==> config.mk <==
export PLATFORM = sky130hd
export DESIGN_NAME = conv_encoder_punct
export DESIGN_NICKNAME = d
export VERILOG_FILES = /design/src/rtl/conv_enc_pkg.sv /design/src/rtl/conv_k7_core.sv /design/src/rtl/conv_encoder_punct.sv
export SDC_FILE = /design/constraint.sdc
export NUM_CORES = 1
export LEC_CHECK = 0
export ABC_AREA = 1
export BUFFER_PORTS_ARGS = -buffer_cell sky130_fd_sc_hd__buf_2
export CAP_MARGIN = 20
export CORE_MARGIN = 2
export CORE_UTILIZATION = 45
export CTS_CLUSTER_DIAMETER = 200
export DETAILED_ROUTE_END_ITERATION = 8
export GPL_ROUTABILITY_DRIVEN = 0
export HOLD_SLACK_MARGIN = 0.06
export PLACE_DENSITY = 0.7
export SLEW_MARGIN = 20
export SYNTH_ARGS = -nofsm -noshare
export SYNTH_HDL_FRONTEND = slang
export SYNTH_HIERARCHICAL = 1
export SYNTH_SLANG_ARGS = --single-unit
==> constraint.sdc <==
create_clock -name iClk -period 3.2 [get_ports iClk]
set_clock_uncertainty 0.1 [all_clocks]
set_input_delay 0.16 -clock iClk [delete_from_list [all_inputs] [get_ports iClk]]
set_output_delay 0.16 -clock iClk [all_outputs]
set_load 0.05 [all_outputs]
==> src/rtl/conv_enc_pkg.sv <==
// ---------------------------------------------------------------------------
// conv_enc_pkg
// Shared constants and helpers for the 802.11a K=7 convolutional encoder
// with puncturing.
//   G0 / G1         generator polynomials for coded bits A and B.
//                   The MSB taps the incoming bit; the LSB taps the oldest
//                   stored bit.
//   RATE_*          rate codes as carried on iRate.
//   punctMask()     (rate, phase) -> which of A/B are transmitted.
//   phaseLast()     last phase value before the puncture counter wraps.
// ---------------------------------------------------------------------------
package conv_enc_pkg;

    localparam int K = 7;

    localparam logic [K-1:0] G0 = 7'o133;
    localparam logic [K-1:0] G1 = 7'o171;

    localparam logic [1:0] RATE_1_2 = 2'b00;
    localparam logic [1:0] RATE_2_3 = 2'b01;
    localparam logic [1:0] RATE_3_4 = 2'b10;

    localparam logic [1:0] PHASE_LAST_1_2 = 2'd0;
    localparam logic [1:0] PHASE_LAST_2_3 = 2'd1;
    localparam logic [1:0] PHASE_LAST_3_4 = 2'd2;

    typedef struct packed {
        logic keepA;
        logic keepB;
    } punctMask_t;

    // The reserved code 11 falls into the default branch and behaves as rate 1/2.
    function automatic punctMask_t punctMask(input logic [1:0] rate, input logic [1:0] phase);
        punctMask_t mask;
        mask = '{keepA: 1'b1, keepB: 1'b1};
        case (rate)
            RATE_2_3: begin
                if (phase == 2'd1) mask = '{keepA: 1'b1, keepB: 1'b0};
            end
            RATE_3_4: begin
                if (phase == 2'd1)      mask = '{keepA: 1'b1, keepB: 1'b0};
                else if (phase == 2'd2) mask = '{keepA: 1'b0, keepB: 1'b1};
            end
            default: mask = '{keepA: 1'b1, keepB: 1'b1};
        endcase
        return mask;
    endfunction

    function automatic logic [1:0] phaseLast(input logic [1:0] rate);
        logic [1:0] last;
        case (rate)
            RATE_2_3: last = PHASE_LAST_2_3;
            RATE_3_4: last = PHASE_LAST_3_4;
            default:  last = PHASE_LAST_1_2;
        endcase
        return last;
    endfunction

endpackage

==> src/rtl/conv_k7_core.sv <==
// ---------------------------------------------------------------------------
// conv_k7_core
// Six-bit shift register and generator XORs of the K=7 encoder. The coded
// pair (oA, oB) is a combinational function of the incoming bit and the
// stored history. The history advances only when iShift is high.
//   iClk    clock, rising edge
//   iRst_n  asynchronous active-low reset, clears the history
//   iClear  synchronous clear of the history (takes priority over iShift)
//   iShift  push iData into the history at the next edge
//   iData   incoming data bit
//   oA/oB   coded bits for G0/G1 using iData and the current history
// ---------------------------------------------------------------------------
module conv_k7_core
    import conv_enc_pkg::*;
(
    input  logic iClk,
    input  logic iRst_n,
    input  logic iClear,
    input  logic iShift,
    input  logic iData,
    output logic oA,
    output logic oB
);

    // history[0] is the newest stored bit and history[K-2] the oldest.
    logic [K-2:0] history;
    logic [K-1:0] window;

    // Lay the taps out so that the incoming bit sits at the generator MSB and
    // the oldest stored bit sits at the LSB. This lets each output be a plain
    // masked parity.
    always_comb begin
        window        = '0;
        window[K-1]   = iData;
        for (int i = 0; i < K-1; i++) begin
            window[K-2-i] = history[i];
        end
        oA = ^(window & G0);
        oB = ^(window & G1);
    end

    // History register: clear wins over shift so that a frame start always
    // begins from the all-zero state.
    always_ff @(posedge iClk or negedge iRst_n) begin
        if (!iRst_n) begin
            history <= '0;
        end else if (iClear) begin
            history <= '0;
        end else if (iShift) begin
            history <= {history[K-3:0], iData};
        end
    end

endmodule

==> src/rtl/conv_encoder_punct.sv <==
// ---------------------------------------------------------------------------
// conv_encoder_punct
// 802.11a K=7 convolutional encoder (133o/171o) with puncturing to rates
// 1/2, 2/3 and 3/4. The encoder takes serial bits on a valid/ready input and
// emits the punctured coded stream on a valid/ready output.
//   iClk    clock, rising edge
//   iRst_n  asynchronous active-low reset
//   iEN     global enable; when low, all state freezes and both handshakes idle
//   iClear  frame start: clears state and latches iRate
//   iRate   00=1/2, 01=2/3, 10=3/4, 11 acts as 1/2
//   iData   serial data bit
//   iValid  iData valid
//   oReady  encoder accepts iData this cycle
//   oData   coded serial bit (A before B)
//   oValid  oData valid
//   iReady  downstream accepts oData
//   oBusy   coded bits still held in the output buffer
// ---------------------------------------------------------------------------
module conv_encoder_punct
    import conv_enc_pkg::*;
(
    input  logic       iClk,
    input  logic       iRst_n,
    input  logic       iEN,
    input  logic       iClear,
    input  logic [1:0] iRate,
    input  logic       iData,
    input  logic       iValid,
    output logic       oReady,
    output logic       oData,
    output logic       oValid,
    input  logic       iReady,
    output logic       oBusy
);

    logic [1:0] rateReg;
    logic [1:0] phase;
    logic [1:0] phaseNext;
    logic       bufA;
    logic       bufB;
    logic       pendA;
    logic       pendB;
    logic       codedA;
    logic       codedB;
    logic       consume;
    logic       accept;
    logic       clearEn;
    punctMask_t mask;

    // A clear only takes effect while the block is enabled.
    assign clearEn = iEN & iClear;

    conv_k7_core uCore (
        .iClk   (iClk),
        .iRst_n (iRst_n),
        .iClear (clearEn),
        .iShift (accept),
        .iData  (iData),
        .oA     (codedA),
        .oB     (codedB)
    );

    // Handshake decode. A new input is accepted only if its coded bits fit in
    // the buffer. This happens when the buffer is empty or when the single
    // remaining bit leaves this cycle. oReady is forced low during reset so
    // that nothing is accepted while the state is held cleared.
    always_comb begin
        oValid  = iEN & (pendA | pendB);
        oData   = pendA ? bufA : bufB;
        oBusy   = pendA | pendB;
        consume = oValid & iReady;
        oReady  = iRst_n & iEN & ~iClear &
                  (~(pendA | pendB) | ((pendA ^ pendB) & iReady));
        accept  = iValid & oReady;
        mask    = punctMask(rateReg, phase);
        phaseNext = (phase >= phaseLast(rateReg)) ? 2'd0 : phase + 2'd1;
    end

    // Frame state and holding buffer. A clear discards anything pending.
    // An accept overwrites the buffer. This is safe because an accept only
    // happens when the buffer is empty or its last bit is leaving now.
    // Otherwise a consume retires A first and then B.
    always_ff @(posedge iClk or negedge iRst_n) begin
        if (!iRst_n) begin
            rateReg <= RATE_1_2;
            phase   <= 2'd0;
            bufA    <= 1'b0;
            bufB    <= 1'b0;
            pendA   <= 1'b0;
            pendB   <= 1'b0;
        end else if (iEN) begin
            if (iClear) begin
                rateReg <= iRate;
                phase   <= 2'd0;
                bufA    <= 1'b0;
                bufB    <= 1'b0;
                pendA   <= 1'b0;
                pendB   <= 1'b0;
            end else if (accept) begin
                bufA  <= codedA;
                bufB  <= codedB;
                pendA <= mask.keepA;
                pendB <= mask.keepB;
                phase <= phaseNext;
            end else if (consume) begin
                if (pendA) begin
                    pendA <= 1'b0;
                end else begin
                    pendB <= 1'b0;
                end
            end
        end
    end

endmodule

==> results.txt <==
----------------------------------------------------
[Synthesis]
  Number of distinct library cells after synthesis ... 15
  Post-synthesis sequential element count ... 14
  Share of synthesized area occupied by flip-flops and latches ... 39.9%
  Synth warn ... 6
  Multiplexer share of the synthesized area ... 0%
  Post-synthesis cell area ... 878 µm²
  Post-synthesis net count ... 136
  Dominant combinational cell family by area after synthesis ... simple AND/OR/NAND/NOR gates
  Compound-gate portion of the synthesized area ... 8.55%
  Post-synthesis simple-gate area fraction ... 27.8%
  Number of cells produced by synthesis ... 119
  Adder-Cell Fraction of Synth Area ... 11.4%
  Post-synthesis xor/xnor area fraction ... 0%
  Syn_area_per_cell ... 7.38 µm²

[Timing]
  Worst-Margin Slew ... 329 ps
  Setup-violating endpoint count in the final report ... 0
  Setup repair after global routing missed its margin ... no
  TNS Setup ... 0 ps
  Number of failing hold endpoints at the final stage ... 0
  Clock period minus final worst setup slack ... 1830 ps
  Count of final max-slew check failures ... 0
  Slew HR ... 78.1%
  Ratio of final minimum period to clock period ... 57.1%
  Top achievable clock speed ... 0.547 GHz
  Hold_ws ... 73.9 ps

[Final layout]
  Area growth from synthesis to layout ... 16.7%
  Most common cell after layout, fill and taps aside ... sky130_fd_sc_hd__nand2_1
  Ant diodes ... 0
  Fillers ... 172
  Net count of the finished layout ... 155
  Area taken by multi-input logic gates ... 419 µm²
  Fraction of final layout cells with drive strength greater than 1 ... 13.9%
  Top library cells by usage in the layout, fill and taps aside ... sky130_fd_sc_hd__nand2_1, sky130_fd_sc_hd__inv_1, sky130_fd_sc_hd__dfrtp_1
  Sequential cell area ... 350 µm²

[Drt]
  Pre-Repair DR Iteration Count ... 4
  Via count ... 755
  Avg WL per Cell ... 10.1 µm
  Number of design-rule violations left by the first detailed-router iteration ... 14
  Post-route ant nets ... 0
  Vias per Instance ... 4.66
  DRC Markers ... 0
  Sum of routed wire length over all layers ... 1640 µm

[Setup path]
  Critical path fanouts, max ... 15
  Startpoint class of the critical path ... input port
  Classification of the worst setup path ... input port to output pin
  Beginning of the worst register-to-register path ... pendA$_DFFE_PN0P_
  Path depth of the worst reg2reg path ... 8
  Reg-to-reg slack, setup ... 1500 ps
  Crit path DAT ... 1570 ps
  Critical R2R Capture ... uCore/history[0]$_DFFE_PN0P_
  CP required ... 2940 ps
  Type of destination of the critical path ... output pin

[Hold path]
  Min-Delay Path Class ... input port to flip-flop
  Critical hold path startpoint ... iData
  Worst Hold Depth ... 3
  Hold Crit Endpoint ... uCore/history[0]$_DFFE_PN0P_

[Clocking]
  CTS Buf Count ... 3
  CTS tree ... done
  Worst-skew pair later-pin latency ... 290 ps
  CTS Buffer Depth ... 2
  Clock edge transition at the registers on the reported setup and hold paths ... 90 ps
  Clock root cell ... sky130_fd_sc_hd__clkbuf_4
  CTS sink count ... 14
  Number of buffers inserted to repair setup after CTS ... 0
  CTS HTree Levels ... 1

[Status]
  Status ... finished, final reports clean

[Pwr]
  Post-layout power ... 439 µW
  VDD IR max ... 0.269 mV
  P_leak ... 0.588 nW
  Pwr/cell area ... 428 nW/µm²

[Floorplanning]
  Core Area ... 1780 µm²
  Row count ... 15
  # IOs ... 13
  Vertical extent of the die ... 48.2 µm
  Total die area ... 2320 µm²
  Chip width ... 48.2 µm
  Initial core utilization ... 49.3%

[GRT]
  Antenna violations before repair ... 0
  Global-route wire length before repair ... 2680 µm
  Grt total ovfl ... 0
  Pin count of the biggest net entering global routing ... 16
  Total GRT Usage ... 16.9%
  Number of global-route vias before repair ... 671

[Place]
  Half-perimeter wire length of the detailed placement result ... 1260 µm
  Count of port buffers added during placement ... 12

[Flow run]
  Number of max-cap violations ... 0

----------------------------------------------------
timing repair:
action                     in CTS  in global routing
gates resized for setup         0                  0
setup endpoints to repair       0                  0
hold buffers                    3                  0
hold endpoints to repair       16                  0
critical path, stage by stage:
cell,delay (ps)
sky130_fd_sc_hd__dlygate4sd3_1,520
sky130_fd_sc_hd__buf_2,310
sky130_fd_sc_hd__nand2_1,110
sky130_fd_sc_hd__nor2_2,120
sky130_fd_sc_hd__nand2_1,60
sky130_fd_sc_hd__inv_1,40
sky130_fd_sc_hd__buf_2,240
flip-flops by register name (all words and copies together), names as in the netlist:
signal         count
bufB               1
uCore/history      6
pendA              1
rateReg            2
bufA               1
phase              2
pendB              1
Yosys cell counts:
cell type	n	share of area [%]
sky130_fd_sc_hd__nor2_2	1	0.71
sky130_fd_sc_hd__o21a_1	1	0.86
sky130_fd_sc_hd__ha_1	8	11
sky130_fd_sc_hd__o22ai_1	6	4.3
sky130_fd_sc_hd__nand3_2	1	1.1
sky130_fd_sc_hd__nand2_1	42	18
sky130_fd_sc_hd__nor3_2	1	1.1
sky130_fd_sc_hd__nand3_1	10	5.7
sky130_fd_sc_hd__o21ai_0	5	2.8
sky130_fd_sc_hd__a21oi_1	1	0.57
sky130_fd_sc_hd__buf_6	1	1.3
sky130_fd_sc_hd__or2_1	1	0.71
sky130_fd_sc_hd__inv_1	26	11
sky130_fd_sc_hd__nor2_1	1	0.43
sky130_fd_sc_hd__dfrtp_1	14	40
kinds of logic after synthesis:
group | after synthesis
adder cells (fa/ha/maj) | 8
buffers and inverters | 27
AND/OR/NAND/NOR | 57
flip-flops | 14
AO/OA/AOI/OAI | 13
per-layer routing:
metal	global-route usage (%)	vias to the layer above	part of all wire, %
li1	-	405	-
met1	22.7	330	50
met2	25.3	18	45
met3	4.44	2	4.4
met4	8.11	0	1.2
met5	0	-	0
cell type report:
class / count / share of cell area (%)
Clock buffer: 4 / 3.54
Inverter: 26 / 9.52
Multi-Input combinational cell: 78 / 40.9
Sequential cell: 14 / 34.2
Tap cell: 25 / 3.05
Timing Repair Buffer: 15 / 8.79
worst max path at each step:
stage | start | to | slack, ps | cells past startpoint
2_1_floorplan | pendA$_DFFE_PN0P_ | uCore/history[0]$_DFFE_PN0P_ | 1340 | 9
3_3_place_gp | pendA$_DFFE_PN0P_ | uCore/history[5]$_DFFE_PN0P_ | 1600 | 8
3_5_place_dp | pendA$_DFFE_PN0P_ | uCore/history[2]$_DFFE_PN0P_ | 1540 | 8
4_1_cts | iRst_n | oReady | 1340 | 7
5_1_grt | iRst_n | oReady | 1210 | 7
6_report | iRst_n | oReady | 1370 | 7
metrics by stage:
stage	setup WS [ps]	util (%)	cell area [µm²]	cells
CTS	1340	57.5	1020	162
finish	1370	57.5	1020	162
detailed placement	1540	53.8	958	155
floorplan	1340	-	878	119
global route	1210	57.5	1020	162
global placement	1600	53.8	958	155
power by group:
part | switching (mW) | internal [mW] | leakage [nW]
clock | 0.0621 | 0.0693 | 0.0210
combinational | 0.0760 | 0.0354 | 0.377
sequential | 0.00726 | 0.188 | 0.190
(Power assumes the default switching activity.)
